==> src/rtl/uart_pkg.sv <==
// -----------------------------------------------------------------------------
// uart_pkg
// Shared definitions for the UART receive path:
//   - rx_state_e        : receiver state encoding (IDLE, START, DATA, STOP)
//   - DATA_BITS         : payload width of one 8N1 character
//   - calc_clks_per_bit : rounded clock cycles per serial bit
// -----------------------------------------------------------------------------
package uart_pkg;

  typedef enum logic [1:0] {
    IDLE  = 2'd0,
    START = 2'd1,
    DATA  = 2'd2,
    STOP  = 2'd3
  } rx_state_e;

  localparam int DATA_BITS = 8;

  // Rounded division so a baud rate that does not divide the clock evenly
  // lands on the nearest whole number of cycles per bit.
  function automatic int calc_clks_per_bit(input int clk_freq, input int baud);
    return (clk_freq + (baud / 2)) / baud;
  endfunction

endpackage : uart_pkg

==> src/rtl/uart_rx_if.sv <==
// -----------------------------------------------------------------------------
// uart_rx_if
// Byte-side interface of the UART receiver.
//   rx_data   : received byte, stable while rx_valid is high
//   rx_valid  : byte available
//   rx_ready  : consumer accepts (transfer on rx_valid & rx_ready at clk edge)
//   frame_err : one-cycle pulse, stop bit was sampled low
//   overrun   : sticky, a byte completed while the holding register was full
//   err_clr   : synchronous clear of overrun
// Modports: master = receiver side, slave = consumer side.
// -----------------------------------------------------------------------------
interface uart_rx_if;
  import uart_pkg::*;

  logic [DATA_BITS-1:0] rx_data;
  logic                 rx_valid;
  logic                 rx_ready;
  logic                 frame_err;
  logic                 overrun;
  logic                 err_clr;

  modport master (
    output rx_data,
    output rx_valid,
    output frame_err,
    output overrun,
    input  rx_ready,
    input  err_clr
  );

  modport slave (
    input  rx_data,
    input  rx_valid,
    input  frame_err,
    input  overrun,
    output rx_ready,
    output err_clr
  );

endinterface : uart_rx_if

==> src/rtl/uart_sync.sv <==
// -----------------------------------------------------------------------------
// uart_sync
// Two-flop synchroniser for an asynchronous single-bit input.
//   clk      : destination clock
//   rst_n    : asynchronous active-low reset
//   din      : asynchronous input
//   dout     : synchronised output (two cycles of latency)
// RESET_VAL sets the value both flops take in reset, so an idle-high line
// does not look like an edge when reset is released.
// -----------------------------------------------------------------------------
module uart_sync #(
  parameter logic RESET_VAL = 1'b1
) (
  input  logic clk,
  input  logic rst_n,
  input  logic din,
  output logic dout
);

  logic [1:0] sync_d;
  logic [1:0] sync_q;

  // Shift the raw input through the two-stage chain.
  always_comb begin
    sync_d = {sync_q[0], din};
  end

  // Synchroniser flops, both reset to the idle level.
  always_ff @(posedge clk or negedge rst_n) begin
    if (!rst_n) begin
      sync_q <= {2{RESET_VAL}};
    end else begin
      sync_q <= sync_d;
    end
  end

  assign dout = sync_q[1];

endmodule : uart_sync

==> src/rtl/uart_rx.sv <==
// -----------------------------------------------------------------------------
// uart_rx
// 8N1 UART receiver with a one-entry holding register on a valid/ready port.
//   clk      : system clock, rising edge
//   rst      : asynchronous active-low reset
//   uart_rxd : serial line, idle high, asynchronous to clk
//   bus      : uart_rx_if.master (rx_data, rx_valid, rx_ready, frame_err,
//              overrun, err_clr)
// The line is synchronised first; every decision uses the synchronised value.
// The start bit is checked near its middle, then each data bit and the stop
// bit are sampled one bit period apart, so every sample lands mid-bit.
// -----------------------------------------------------------------------------
module uart_rx
  import uart_pkg::*;
#(
  parameter int clk_freq       = 100000000,
  parameter int uart_baud_rate = 1152000
) (
  input  logic      clk,
  input  logic      rst,
  input  logic      uart_rxd,
  uart_rx_if.master bus
);

  localparam int CLKS_PER_BIT = calc_clks_per_bit(clk_freq, uart_baud_rate);
  localparam int CNT_W        = $clog2(CLKS_PER_BIT);

  // START occupies (CLKS_PER_BIT-1)/2 cycles: counter values 0 .. that-1.
  localparam logic [CNT_W-1:0] START_LAST = CNT_W'(((CLKS_PER_BIT - 1) / 2) - 1);
  localparam logic [CNT_W-1:0] BIT_LAST   = CNT_W'(CLKS_PER_BIT - 1);
  localparam logic [CNT_W-1:0] CNT_ONE    = CNT_W'(1);
  localparam logic [2:0]       LAST_BIT   = 3'(DATA_BITS - 1);

  logic rxs;

  rx_state_e            state_d,     state_q;
  logic [CNT_W-1:0]     cnt_d,       cnt_q;
  logic [2:0]           bit_d,       bit_q;
  logic [DATA_BITS-1:0] shift_d,     shift_q;
  logic [DATA_BITS-1:0] rx_data_d,   rx_data_q;
  logic                 rx_valid_d,  rx_valid_q;
  logic                 frame_err_d, frame_err_q;
  logic                 overrun_d,   overrun_q;
  logic                 armed_d,     armed_q;
  logic                 xfer;

  uart_sync #(
    .RESET_VAL (1'b1)
  ) u_sync (
    .clk   (clk),
    .rst_n (rst),
    .din   (uart_rxd),
    .dout  (rxs)
  );

  // Next-state logic for the receive FSM, holding register and error flags.
  always_comb begin
    state_d     = state_q;
    cnt_d       = cnt_q;
    bit_d       = bit_q;
    shift_d     = shift_q;
    rx_data_d   = rx_data_q;
    rx_valid_d  = rx_valid_q;
    frame_err_d = 1'b0;
    overrun_d   = overrun_q;
    armed_d     = armed_q;

    xfer = rx_valid_q & bus.rx_ready;

    if (xfer) begin
      rx_valid_d = 1'b0;
    end else begin
      rx_valid_d = rx_valid_q;
    end

    // Clear first so a same-cycle overrun event below takes priority.
    if (bus.err_clr) begin
      overrun_d = 1'b0;
    end else begin
      overrun_d = overrun_q;
    end

    case (state_q)
      IDLE: begin
        cnt_d = '0;
        bit_d = 3'd0;
        // After a framing error the line must be seen high before the next
        // falling edge counts, so a held break reports only once.
        if (rxs) begin
          armed_d = 1'b1;
        end else begin
          armed_d = armed_q;
        end
        if (!rxs && armed_q) begin
          state_d = START;
        end else begin
          state_d = IDLE;
        end
      end

      START: begin
        if (cnt_q == START_LAST) begin
          cnt_d = '0;
          bit_d = 3'd0;
          if (!rxs) begin
            state_d = DATA;
          end else begin
            // Line went back high before mid start bit: treat as a glitch.
            state_d = IDLE;
          end
        end else begin
          cnt_d = cnt_q + CNT_ONE;
        end
      end

      DATA: begin
        if (cnt_q == BIT_LAST) begin
          cnt_d   = '0;
          shift_d = {rxs, shift_q[DATA_BITS-1:1]};  // LSB first
          if (bit_q == LAST_BIT) begin
            bit_d   = 3'd0;
            state_d = STOP;
          end else begin
            bit_d = bit_q + 3'd1;
          end
        end else begin
          cnt_d = cnt_q + CNT_ONE;
        end
      end

      STOP: begin
        if (cnt_q == BIT_LAST) begin
          cnt_d   = '0;
          state_d = IDLE;
          if (rxs) begin
            // Load when empty or when the current byte leaves this cycle.
            if (!rx_valid_q || xfer) begin
              rx_data_d  = shift_q;
              rx_valid_d = 1'b1;
            end else begin
              overrun_d = 1'b1;
            end
          end else begin
            frame_err_d = 1'b1;
            armed_d     = 1'b0;
          end
        end else begin
          cnt_d = cnt_q + CNT_ONE;
        end
      end

      default: begin
        state_d = IDLE;
        cnt_d   = '0;
        bit_d   = 3'd0;
      end
    endcase
  end

  // State and output registers.
  always_ff @(posedge clk or negedge rst) begin
    if (!rst) begin
      state_q     <= IDLE;
      cnt_q       <= '0;
      bit_q       <= 3'd0;
      shift_q     <= '0;
      rx_data_q   <= '0;
      rx_valid_q  <= 1'b0;
      frame_err_q <= 1'b0;
      overrun_q   <= 1'b0;
      armed_q     <= 1'b0;
    end else begin
      state_q     <= state_d;
      cnt_q       <= cnt_d;
      bit_q       <= bit_d;
      shift_q     <= shift_d;
      rx_data_q   <= rx_data_d;
      rx_valid_q  <= rx_valid_d;
      frame_err_q <= frame_err_d;
      overrun_q   <= overrun_d;
      armed_q     <= armed_d;
    end
  end

  assign bus.rx_data   = rx_data_q;
  assign bus.rx_valid  = rx_valid_q;
  assign bus.frame_err = frame_err_q;
  assign bus.overrun   = overrun_q;

endmodule : uart_rx
==> src/flat_wrapper.sv <==
// flat-port wrapper written by rule: the top's interface ports become plain ports
module uart_rx_flat import uart_pkg::*;
#(
  parameter int clk_freq       = 100000000,
  parameter int uart_baud_rate = 1152000
)
  (clk, rst, uart_rxd, bus_rx_data, bus_rx_valid, bus_frame_err, bus_overrun, bus_rx_ready, bus_err_clr);
  uart_rx_if bus_i ();
  input  logic clk;
  input  logic rst;
  input  logic uart_rxd;
  output wire logic [$bits(bus_i.rx_data)-1:0] bus_rx_data;
  output wire logic [$bits(bus_i.rx_valid)-1:0] bus_rx_valid;
  output wire logic [$bits(bus_i.frame_err)-1:0] bus_frame_err;
  output wire logic [$bits(bus_i.overrun)-1:0] bus_overrun;
  input wire logic [$bits(bus_i.rx_ready)-1:0] bus_rx_ready;
  input wire logic [$bits(bus_i.err_clr)-1:0] bus_err_clr;
  assign bus_rx_data = bus_i.rx_data;
  assign bus_rx_valid = bus_i.rx_valid;
  assign bus_frame_err = bus_i.frame_err;
  assign bus_overrun = bus_i.overrun;
  assign bus_i.rx_ready = bus_rx_ready;
  assign bus_i.err_clr = bus_err_clr;
  uart_rx #(.clk_freq(clk_freq), .uart_baud_rate(uart_baud_rate)) u_core (.clk(clk), .rst(rst), .uart_rxd(uart_rxd), .bus(bus_i));
endmodule
==> config.mk <==
export PLATFORM = sky130hd
export DESIGN_NAME = uart_rx_flat
export DESIGN_NICKNAME = d
export VERILOG_FILES = /design/src/rtl/uart_pkg.sv /design/src/rtl/uart_rx_if.sv /design/src/rtl/uart_sync.sv /design/src/rtl/uart_rx.sv /design/src/flat_wrapper.sv
export SDC_FILE = /design/constraint.sdc
export NUM_CORES = 1
export LEC_CHECK = 0
export BUFFER_PORTS_ARGS = -buffer_cell sky130_fd_sc_hd__buf_2
export CAP_MARGIN = 30
export CORE_MARGIN = 3
export CORE_UTILIZATION = 35
export DETAILED_ROUTE_END_ITERATION = 16
export PLACE_DENSITY = 0.57
export SLEW_MARGIN = 15
export SYNTH_ARGS = -nofsm -noshare
export SYNTH_HDL_FRONTEND = slang
export SYNTH_SLANG_ARGS = --single-unit
==> constraint.sdc <==
create_clock -name clk -period 2.19 [get_ports clk]
set_input_delay 0.219 -clock clk [delete_from_list [all_inputs] [get_ports clk]]
set_output_delay 0.219 -clock clk [all_outputs]
set_load 0.05 [all_outputs]
==> summary.md, run 1 <==
| Metric | Value |
|---|---|
| Seq cells post-synth | 34 |
| Netlist cell types | 35 |
| Post-synthesis compound-gate area fraction | 0.0567 |
| Seq/Total Area, Yosys | 0.560 |
| Port Buffers | 15 |
| Status | complete, no violations |
| CP Data Required Time | 2360 ps |
| Filler instances | 397 |
| Mapped Nets | 122 |
| Final slew viol count | 0 |
| Slew @ Worst Pin | 748 ps |
| Die Height | 72.0 microns |
| Post-synthesis simple-gate area fraction | 0.144 |
| Antenna-violating nets left | 0 |
| Dpl hpwl | 1840 microns |
| Post-synth top area share | 0.525 |
| Fmax | 548 MHz |
| Remaining DRCs | 0 |
| Worst Skew | 4.52 ps |
| Mux share of post-synthesis cell area | 0.159 |
| Mapped Area | 0.00152 sq mm |
| First-pass GRT wire length | 4420 microns |
| CP Capture Type | flip-flop |
| Worst-path cell chain | inv_1 -> ha_1 -> and4b_4 -> nand4_2 -> nor2b_2 -> buf_4 -> mux2_4 |
| CP bufs+invs | 2 |
| Hold Crit Class | input port to asynchronous set/reset pin |
| Antenna violations before repair | 0 |
| Rel. slew slack | 0.501 |
| Gate Count Post-Synth | 113 |
| Worst skew pair latency | 280 ps |
| Vias in the first global route | 893 |
| Area Growth Syn to Fin | 14.4% |
| Core area | 0.00409 sq mm |
| Max VDD drop | 0.218 mV |
| Num CTS Buffers | 5 |
| Total die area | 0.00518 sq mm |
| Synth async-reset ratio | 1.00 |
| TritonCTS Sinks | 34 |
| Worst-case clock buffer depth | 2 |
| Adder-Cell Fraction of Synth Area | 0.0328 |
| Area contributors post-synth | dfrtp_1, mux2_4, dfstp_2 |
| Crit-path slowest cell | dfrtp_1 |
| Synthesized area per cell | 13.5 sq um |
| Max-Cap Viols | 0 |
| Largest net degree at the start of global routing | 35 |
| Final Hold Viols | 0 |
| 1st-pass router iterations | 4 |
| Period utilisation layout | 0.833 |
| Ys flop type | dfrtp_1 |
| Leakage | 0.881 nW |
| FP Rows | 23 |
| Hold-fix buffers at CTS | 0 |
| Crit Path Max Fanout | 8 |
| Post-CTS Setup Bufs | 0 |
| Die span in x | 72.0 microns |
| RSZ-0062 raised after global routing | false |
| GRT Overall Usage | 0.113 |
| Via count | 910 |
| Final GP Congestion | 0.779 |
| P per Cell Area | 801 mW/mm^2 |
| CTS Root Cell | clkbuf_8 |
| Share of cells above drive strength 1 | 0.348 |
| CP delay by family, top | simple AND/OR/NAND/NOR gates |
| CP max stage delay | 420 ps |
| DRT iter0 DRCs | 53 |
| Fin crit period | 1820 ps |
| Synth cell count leaders | dfrtp_1, mux2_4, nor2_1 |
| Io pins | 16 |
| Post-synthesis xor/xnor area fraction | 0.0287 |
| # setup viols final | 0 |
| Clock-pin slew on the worst setup and hold paths | 70 ps |
| Number of synthesized flops with an enable pin | 0 |
| Warnings, synthesis | 0 |
| Initial core utilization | 0.373 |
| Worst endpoint data arrival time | 1990 ps |
| CTS resizes | 0 |
| CTS tree | built |
| WS Path Type | flip-flop to flip-flop |
| WL final | 2600 microns |
| Routed length per placed instance | 14.0 microns |
| Layout Nets | 143 |
| Final WS setup | 365 ps |
| Final core occ | 0.427 |
| GRT overflow | 0 |
| Main combinational cell family by area after synthesis | multiplexers |
| Vias per cell | 4.92 |
| H-tree depth | 2 |
| Count leader, synth | dfrtp_1 |
| Setup_tns | 0 ps |
| Antenna cell count | 0 |
| Startpoint types | flip-flop |
| Area leader, netlist | dfrtp_1 |
| Post-Place Worst Slack | 359 ps |
## power by group
group / internal, mW / total (mW) / switching [mW]
clock: 0.253 / 0.467 / 0.213
combinational: 0.0808 / 0.180 / 0.0988
sequential: 0.681 / 0.750 / 0.0692
total: 1.02 / 1.40 / 0.382
## metrics by stage
stage | instances | hold slack [ps] | power [mW] | area [sq um]
3_3_place_gp | 177 | 312 | 0.932 | 1650
6_report | 185 | 0.659 | 1.40 | 1740
2_1_floorplan | 113 | -76.6 | 0.885 | 1520
3_5_place_dp | 177 | 325 | 0.943 | 1650
5_1_grt | 185 | 18.3 | 1.49 | 1740
4_1_cts | 185 | 18.6 | 1.42 | 1740
## routing by layer
metal	wire [microns]	GRT usage	up-vias
met4	59	0.0564	0
met3	149	0.0429	7
met2	1160	0.163	21
met1	1220	0.149	447
met5	0	0	-
li1	-	-	435
## cell type report
type | instances | area, sq um | share of cell area
flip-flops and latches | 34 | 853 | 0.489
multi-input cells | 74 | 643 | 0.369
clock buffers | 7 | 86.3 | 0.0495
repair buffers | 16 | 82.6 | 0.0473
well taps | 50 | 62.6 | 0.0359
inverters | 3 | 11.3 | 0.00646
clock inverters | 1 | 5.00 | 0.00287
## cells in the final DEF (no fill, tap or decap), drive strengths merged
cell type  instances
clkbuf             7
xnor2              1
a31oi              1
and3               2
inv                3
a211oi             1
nand4              1
mux2i              1
xor2               4
ha                 4
o21ai              2
and2               2
o31ai              1
o2bb2ai            1
and4b              1
clkinv             1
and4bb             1
o22ai              1
nand2              6
mux2              16
a21o               1
dfstp              2
a21oi              3
nand2b             2
nand3              7
buf               16
nor2              10
nor2b              3
dfrtp             32
a22o               2
## sequential cells by signal, summed over array words and instances (netlist names), 2 cells and up, named ones only
signal / cells
u_core.shift_q: 8
u_core.bus.rx_data: 8
u_core.cnt_q: 7
u_core.u_sync.sync_q: 2
u_core.bit_q: 3
## worst paths after layout
kind	startpoint	to	slack (ps)	depth (start not counted)
setup reg to reg	u_core.cnt_q[0]	u_core.bus.rx_data[2]	370	7
min in group clk	uart_rxd	u_core.u_sync.sync_q[0]	30	1
hold / removal	rst	u_core.bus.rx_data[6]	0.7	1
max in group asynchronous	rst	u_core.cnt_q[4]	1720	1
setup / recovery	u_core.cnt_q[0]	u_core.bus.rx_data[2]	370	7
hold reg to reg	u_core.u_sync.sync_q[0]	u_core.u_sync.sync_q[1]	360	0
## cells by family (layout without fill, tap and decap cells)
kind of cell             count (synthesis)  after routing
adder cells (fa/ha/maj)                  4              4
buffers and inverters                    5             27
flip-flops                              34             34
AND/OR/NAND/NOR                         35             35
XOR/XNOR                                 5              5
AO/OA/AOI/OAI                           13             13
multiplexers                            17             17
Power figures use the tool's default switching activity.
==> inputs of run 2 (changes only) <==
--- a/config.mk
+++ b/config.mk
@@ -5,12 +5,13 @@
 export SDC_FILE = /design/constraint.sdc
 export NUM_CORES = 1
 export LEC_CHECK = 0
+export ABC_AREA = 1
 export BUFFER_PORTS_ARGS = -buffer_cell sky130_fd_sc_hd__buf_2
 export CAP_MARGIN = 30
 export CORE_MARGIN = 3
 export CORE_UTILIZATION = 35
 export DETAILED_ROUTE_END_ITERATION = 16
-export PLACE_DENSITY = 0.57
+export PLACE_DENSITY = 0.59
 export SLEW_MARGIN = 15
 export SYNTH_ARGS = -nofsm -noshare
 export SYNTH_HDL_FRONTEND = slang
==> constraint.sdc (replaced) <==
create_clock -name clk -period 1.5 [get_ports clk]
set_input_delay 0.15 -clock clk [delete_from_list [all_inputs] [get_ports clk]]
set_output_delay 0.15 -clock clk [all_outputs]
set_load 0.05 [all_outputs]
==> summary.md, run 2 <==
| Metric | Value |
|---|---|
| Status | complete, no violations (unchanged) |
| Clock power share | 0.278 (was 0.334) |
| Share of power burned in registers | 0.471 (was 0.537) |
| Max-Cap Viols | 0 (unchanged) |
| Port Buffers | 15 (unchanged) |
| Synthesized area per cell | 9.01 sq um (was 13.5 sq um) |
| Sw frac | 0.330 (was 0.273) |
| Setup_tns | 0 ps (unchanged) |
| Count leader, synth | nand2_1 (was dfrtp_1) |
| GRT Overall Usage | 0.113 (about the same) |
| Core area | 0.00412 sq mm (was 0.00409 sq mm) |
| Startpoint types | flip-flop (unchanged) |
| Final Hold Viols | 0 (unchanged) |
| Num CTS Buffers | 5 (unchanged) |
| Leakage | 0.935 nW (was 0.881 nW) |
| CP delay by family, top | simple AND/OR/NAND/NOR gates (unchanged) |
| Final GP Congestion | 0.841 (was 0.779) |
| Layout Nets | 207 (was 143) |
| GRT overflow | 0 (unchanged) |
| H-tree depth | 2 (unchanged) |
| RSZ-0062 raised after global routing | true (was false) |
| Top layer in use | met4 (unchanged) |
| Share of cells above drive strength 1 | 0.246 (was 0.348) |
| Routed length per placed instance | 10.6 microns (was 14.0 microns) |
| Gate Count Post-Synth | 171 (was 113) |
| Worst-path cell chain | inv_1 -> ha_1 -> nand2_1 -> nor2_2 -> nand2_2 -> inv_4 -> nand4_4 -> buf_12 -> nand2_1 -> o21ai_2 (was inv_1 -> ha_1 -> and4b_4 -> nand4_2 -> nor2b_2 -> buf_4 -> mux2_4) |
| P per Cell Area | 1230 mW/mm^2 (was 801 mW/mm^2) |
| CP Data Required Time | 1670 ps (was 2360 ps) |
| Seq cells post-synth | 34 (unchanged) |
| Antenna-violating nets left | 0 (unchanged) |
| Area contributors post-synth | dfrtp_1, nand2_1, inv_1 (was dfrtp_1, mux2_4, dfstp_2) |
| Max VDD drop | 0.416 mV (was 0.218 mV) |
| CP most frequent cell | nand2_1 |
| Cell area after layout | 0.00184 sq mm (was 0.00174 sq mm) |
| Fin crit period | 1430 ps (was 1820 ps) |
| FP Rows | 23 (unchanged) |
| Vias in the first global route | 1060 (was 893) |
| Period utilisation layout | 0.954 (was 0.833) |
| Final slew viol count | 0 (unchanged) |
| Antenna cell count | 0 (unchanged) |
| Seq/Total Area, Yosys | 0.554 (was 0.560) |
| CTS tree | built (unchanged) |
| Slew @ Worst Pin | 411 ps (was 748 ps) |
| WS Path Type | flip-flop to flip-flop (unchanged) |
| Clock-pin slew on the worst setup and hold paths | 70 ps (about the same) |
| Via count | 1097 (was 910) |
| Number of synthesized flops with an enable pin | 0 (unchanged) |
| DRT iter0 DRCs | 50 (was 53) |
| Io pins | 16 (unchanged) |
| Crit-path slowest cell | dfrtp_1 (unchanged) |
| Area leader, netlist | dfrtp_1 (unchanged) |
| Initial core utilization | 0.375 (was 0.373) |
| Crit Path Max Fanout | 8 (unchanged) |
| First-pass GRT wire length | 4620 microns (was 4420 microns) |
| Die Height | 72.4 microns (was 72.0 microns) |
| Logic pwr share | 0.250 (was 0.129) |
| WL final | 2640 microns (was 2600 microns) |
| Synth async-reset ratio | 1.00 (unchanged) |
| Largest net degree at the start of global routing | 35 (unchanged) |
| Die span in x | 72.4 microns (was 72.0 microns) |
| Post-synth top area share | 0.519 (was 0.525) |
| Filler instances | 407 (was 397) |
| Sw Pwr | 748 uW (was 382 uW) |
| Met2 WL | 1140 microns (was 1160 microns) |
| Total Power | 2.27 mW (was 1.40 mW) |
| Area Growth Syn to Fin | 19.3% (was 14.4%) |
| Warnings, synthesis | 0 (unchanged) |
| Placed Area | 0.00170 sq mm (was 0.00165 sq mm) |
| CP Capture Type | flip-flop (unchanged) |
| Antenna violations before repair | 0 (unchanged) |
| Power Internal | 1.52 mW (was 1.02 mW) |
| Netlist cell types | 21 (was 35) |
| Ys flop type | dfrtp_1 (unchanged) |
| Commonest non-fill, non-tap cell in the layout | nand2_1 (was dfrtp_1) |
| Total die area | 0.00524 sq mm (was 0.00518 sq mm) |
| Worst skew pair latency | 280 ps (about the same) |
| Vias per cell | 4.41 (was 4.92) |
| Remaining DRCs | 0 (unchanged) |
| Met3 Routed Length | 96 microns (was 149 microns) |
| Worst Skew | 6.97 ps (was 4.52 ps) |
| Synth cell count leaders | nand2_1, dfrtp_1, inv_1 (was dfrtp_1, mux2_4, nor2_1) |
| Met1 wire length | 1350 microns (was 1220 microns) |
| Fmax | 699 MHz (was 548 MHz) |
| Hold Crit Class | input port to flip-flop (was input port to asynchronous set/reset pin) |
| CP max stage delay | 370 ps (was 420 ps) |
| TritonCTS Sinks | 34 (unchanged) |
| 1st-pass router iterations | 4 (unchanged) |
| Worst-case clock buffer depth | 2 (unchanged) |
| Mapped Nets | 180 (was 122) |
| Mapped Area | 0.00154 sq mm (was 0.00152 sq mm) |
| Worst endpoint data arrival time | 1600 ps (was 1990 ps) |
| CP bufs+invs | 3 (was 2) |
| Rel. slew slack | 0.726 (was 0.501) |
| # setup viols final | 0 (unchanged) |
| Dpl hpwl | 1940 microns (was 1840 microns) |
| Most frequent cells in the layout | nand2_1, dfrtp_1, inv_1 (was dfrtp_1, buf_2, mux2_4) |
| CTS Root Cell | clkbuf_8 (unchanged) |
[run 2: changes by cell type after synthesis, moves of 2 or more]
cell,delta
inv_1,+23
mux2_4,-14
o21ai_2,+8
nand2_2,+3
a22o_1,-2
nand2b_1,-2
xor2_1,-4
nor2_1,+9
nand2_1,+34
nor3_1,+2
mux2_1,-2
nand3_1,+4
o21ai_0,+11
[run 2: power groups by stage]
stage	Sequential (mW)	Combinational, mW	Clock (mW)
finish	1.07	0.568	0.631
global route	1.08	0.666	0.689
CTS	1.07	0.523	0.656
detailed placement	1.09	0.518	0
global placement	1.08	0.519	0
floorplan	1.08	0.353	0
[run 2: what timing repair did]
action,in CTS,in global routing
endpoints found under the hold margin,33,0
buffers inserted,0,0
setup endpoints to repair,0,22
gates resized for setup,0,6
hold buffers,2,0
[run 2: worst paths after layout]
check / start / slack (ps) / cells past startpoint / endpoint
worst min-delay path: bus_err_clr / 60 / 2 / u_core.bus.overrun
worst max-delay path: u_core.cnt_q[0] / 70 / 10 / u_core.bus.rx_data[2]
min in group asynchronous: rst / 410 / 3 / u_core.cnt_q[5]
worst max register to register: u_core.cnt_q[0] / 70 / 10 / u_core.bus.rx_data[2]
max in group asynchronous: rst / 740 / 3 / u_core.u_sync.sync_q[0]
worst min register to register: u_core.u_sync.sync_q[0] / 360 / 0 / u_core.u_sync.sync_q[1]
[run 2: stage by stage]
step	setup slack, ps	std cells	hold WS, ps	utilization
2_1_floorplan	44.2	171	-146	-
3_3_place_gp	80.1	238	207	0.413
3_5_place_dp	54.6	238	203	0.413
4_1_cts	46.5	248	52.6	0.438
5_1_grt	-51.2	249	68.2	0.447
6_report	69.0	249	56.1	0.447
[run 2: final cells by class]
class | count | area [sq um] | area share
sequential | 34 | 853 | 0.464
clock inverter | 1 | 7.51 | 0.00408
tap | 50 | 62.6 | 0.0340
timing repair buffer | 22 | 163 | 0.0884
multi-input combinational | 108 | 573 | 0.312
inverter | 27 | 104 | 0.0565
clock buffer | 7 | 76.3 | 0.0415
[run 2: cell families (layout without fill, tap and decap cells)]
kind of cell             after synthesis  after routing  synth area share
XOR/XNOR                               1              1           0.00568
buffers and inverters                 29             57            0.0820
AO/OA/AOI/OAI                         25             25             0.102
adder cells (fa/ha/maj)                4              4            0.0325
AND/OR/NAND/NOR                       78             78             0.224
flip-flops                            34             34             0.554
[run 2: metal layers]
metal,GRT usage,vias to the layer above
met1,0.154,486
met5,0,-
met3,0.0249,5
met2,0.168,18
met4,0.0564,0
li1,-,588
[run 2: worst reg2reg max path: cells and delay by family (launching register included)]
family / cells / cell delay (ps)
fa+ha+maj: 1 / 150
simple gates: 5 / 410
flops: 1 / 370
compound gates: 1 / 50
buf+inv: 3 / 340
==> inputs of run 3 (changes only) <==
--- a/config.mk
+++ b/config.mk
@@ -10,9 +10,11 @@
 export CAP_MARGIN = 30
 export CORE_MARGIN = 3
 export CORE_UTILIZATION = 35
+export CTS_CLUSTER_SIZE = 25
 export DETAILED_ROUTE_END_ITERATION = 16
 export PLACE_DENSITY = 0.59
 export SLEW_MARGIN = 15
 export SYNTH_ARGS = -nofsm -noshare
 export SYNTH_HDL_FRONTEND = slang
+export SYNTH_HIERARCHICAL = 1
 export SYNTH_SLANG_ARGS = --single-unit
==> summary.md, run 3 <==
| Metric | Value |
|---|---|
| Status | complete, no violations (unchanged) |
| WS Path Type | flip-flop to flip-flop (unchanged) |
| Num CTS Buffers | 5 (unchanged) |
| Antenna violations before repair | 0 (unchanged) |
| Seq cells post-synth | 34 (unchanged) |
| Worst skew pair latency | 280 ps (about the same) |
| Worst-case clock buffer depth | 2 (unchanged) |
| Post-CTS Setup Bufs | 0 (unchanged) |
| FP Rows | 23 (unchanged) |
| Power Internal | 1.56 mW (was 1.52 mW) |
| Most frequent cells in the layout | nand2_1, dfrtp_1, nand3_1 (was nand2_1, dfrtp_1, inv_1) |
| Area contributors post-synth | dfrtp_1, nand2_1, nand3_1 (was dfrtp_1, nand2_1, inv_1) |
| Final slew viol count | 0 (unchanged) |
| Final core occ | 0.445 (was 0.447) |
| Worst endpoint data arrival time | 1630 ps (was 1600 ps) |
| Rel. slew slack | 0.708 (was 0.726) |
| Core area | 0.00409 sq mm (was 0.00412 sq mm) |
| Area leader, netlist | dfrtp_1 (unchanged) |
| Leakage | 1.04 nW (was 0.935 nW) |
| DRT iter0 DRCs | 54 (was 50) |
| Max-Cap Viols | 0 (unchanged) |
| Synthesized area per cell | 9.07 sq um (was 9.01 sq um) |
| Placed cells | 239 (was 238) |
| Sw frac | 0.326 (was 0.330) |
| Gate Count Post-Synth | 166 (was 171) |
| Post-synth top area share | 0.532 (was 0.519) |
| Io pins | 16 (unchanged) |
| Fmax | 688 MHz (was 699 MHz) |
| GRT overflow | 0 (unchanged) |
| First-pass GRT wire length | 5490 microns (was 4620 microns) |
| Ys flop type | dfrtp_1 (unchanged) |
| Period utilisation layout | 0.969 (was 0.954) |
| Max VDD drop | 0.722 mV (was 0.416 mV) |
| P per Cell Area | 1270 mW/mm^2 (was 1230 mW/mm^2) |
| Antenna-violating nets left | 0 (unchanged) |
| Vias in the first global route | 1213 (was 1060) |
| Fin crit period | 1450 ps (was 1430 ps) |
| Share of power burned in registers | 0.466 (was 0.471) |
| Sw Pwr | 751 uW (was 748 uW) |
| Via count | 1187 (was 1097) |
| Largest net degree at the start of global routing | 35 (unchanged) |
| Number of synthesized flops with an enable pin | 0 (unchanged) |
| Seq/Total Area, Yosys | 0.567 (was 0.554) |
| Antenna cell count | 0 (unchanged) |
| Worst Min Path Start | bus_err_clr (unchanged) |
| WL final | 2860 microns (was 2640 microns) |
| CTS tree | built (unchanged) |
| Worst reg2reg startpoint | u_core/cnt_q[1] (was u_core.cnt_q[0]) |
| Routed length per placed instance | 11.5 microns (was 10.6 microns) |
| Crit Path Max Fanout | 7 (was 8) |
| Initial core utilization | 0.368 (was 0.375) |
| Clock-pin slew on the worst setup and hold paths | 70 ps (about the same) |
| Dpl hpwl | 2010 microns (was 1940 microns) |
| CP Capture Type | flip-flop (unchanged) |
| Fin cells | 248 (was 249) |
| Die span in x | 71.6 microns (was 72.4 microns) |
| Final Hold Viols | 0 (unchanged) |
| Area Growth Syn to Fin | 20.9% (was 19.3%) |
| H-tree depth | 2 (unchanged) |
| Vias per cell | 4.79 (was 4.41) |
| Final GP Congestion | 0.808 (was 0.841) |
| Synth cell count leaders | nand2_1, dfrtp_1, nand3_1 (was nand2_1, dfrtp_1, inv_1) |
| Crit. Startpoint | u_core/cnt_q[1] (was u_core.cnt_q[0]) |
| Count leader, synth | nand2_1 (unchanged) |
| TritonCTS Sinks | 34 (unchanged) |
| Share of cells above drive strength 1 | 0.227 (was 0.246) |
| Warnings, synthesis | 6 (was 0) |
| Worst Skew | 6.13 ps (was 6.97 ps) |
| # setup viols final | 0 (unchanged) |
| Port Buffers | 15 (unchanged) |
| Hold Crit Class | input port to flip-flop (unchanged) |
| Synth async-reset ratio | 1.00 (unchanged) |
| 1st-pass router iterations | 4 (unchanged) |
| CP Data Required Time | 1680 ps (was 1670 ps) |
| Die Height | 71.6 microns (was 72.4 microns) |
| Commonest non-fill, non-tap cell in the layout | nand2_1 (unchanged) |
| Total die area | 0.00512 sq mm (was 0.00524 sq mm) |
| Logic pwr share | 0.261 (was 0.250) |
| Startpoint types | flip-flop (unchanged) |
| Clock power share | 0.273 (was 0.278) |
| Mapped Area | 0.00151 sq mm (was 0.00154 sq mm) |
| Mapped Nets | 175 (was 180) |
| Layout Nets | 207 (unchanged) |
| Netlist cell types | 26 (was 21) |
| CTS Root Cell | clkbuf_8 (unchanged) |
| Remaining DRCs | 0 (unchanged) |
| GRT Overall Usage | 0.136 (was 0.113) |
| Slew @ Worst Pin | 436 ps (was 411 ps) |
| RSZ-0062 raised after global routing | true (unchanged) |
run 3: critical path: stages (launching register included):
cell and delay, ps:
dfrtp_1 410, ha_1 200, nand2_1 60, nand3b_4 170
clkinv_1 170, buf_4 210, nand3_1 70, nand2_1 60
run 3: repair_timing:
action / 4_1_cts / 5_1_grt
setup endpoints to repair: 0 / 27
resized for setup: 0 / 4
hold endpoints to repair: 33 / 0
hold buffers: 2 / 0
run 3: logic make-up (layout without fill, tap and decap cells):
family | count (synthesis) | after routing | share of synthesized area
fa+ha+maj | 4 | 4 | 0.0333
flops | 34 | 34 | 0.567
compound gates | 12 | 12 | 0.0416
simple gates | 97 | 97 | 0.300
xor+xnor | 3 | 3 | 0.0175
buf+inv | 16 | 48 | 0.0407
run 3: stage by stage:
stage                     TNS (ps)  worst slack, ps  power [mW]  area, sq um  hold slack, ps
after floorplan                  0             14.0        1.44         1510            -146
after CTS                        0             52.1        2.32         1810            90.0
after detailed placement         0             64.8        1.67         1710             211
after global routing         -1550             -115        2.50         1820             146
final                            0             46.0        2.31         1820            96.8
after global placement           0             56.0        1.67         1710             206
run 3: cell type report:
type	instances	area [sq um]
Inverter	14	52.6
Fill cell	413	2270
Clock inverter	2	10.0
Sequential cell	34	853
Timing Repair Buffer	27	170
Multi-Input combinational cell	116	603
Tap cell	50	62.6
Clock buffer	5	68.8
run 3: power groups by stage:
| stage | clock network (mW) | registers (mW) | logic, mW |
|---|---|---|---|
| after floorplan | 0 | 1.09 | 0.352 |
| after global placement | 0 | 1.09 | 0.583 |
| after detailed placement | 0 | 1.09 | 0.582 |
| after CTS | 0.656 | 1.07 | 0.588 |
| after global routing | 0.699 | 1.09 | 0.705 |
| final | 0.631 | 1.08 | 0.602 |
run 3: metal layers:
layer  vias to the layer above  global-route usage  routed length [microns]
met5                         -                   0                        0
met4                         0              0.0626                       57
met3                         7              0.0407                      142
met2                        22               0.207                     1290
met1                       556               0.178                     1370
li1                        602                   -                        -
run 3: path summary, 6_finish.rpt:
| kind | end | slack, ps | cells past startpoint |
|---|---|---|---|
| worst min register to register | u_core/u_sync/sync_q[1] | 360 | 0 |
| min in group asynchronous | u_core/bus.rx_data[4] | 440 | 3 |
| worst max-delay path | u_core/shift_q[5] | 50 | 7 |
| worst max register to register | u_core/shift_q[5] | 50 | 7 |
| max in group asynchronous | u_core/u_sync/sync_q[1] | 720 | 3 |
| worst min-delay path | u_core/bus.overrun | 100 | 4 |
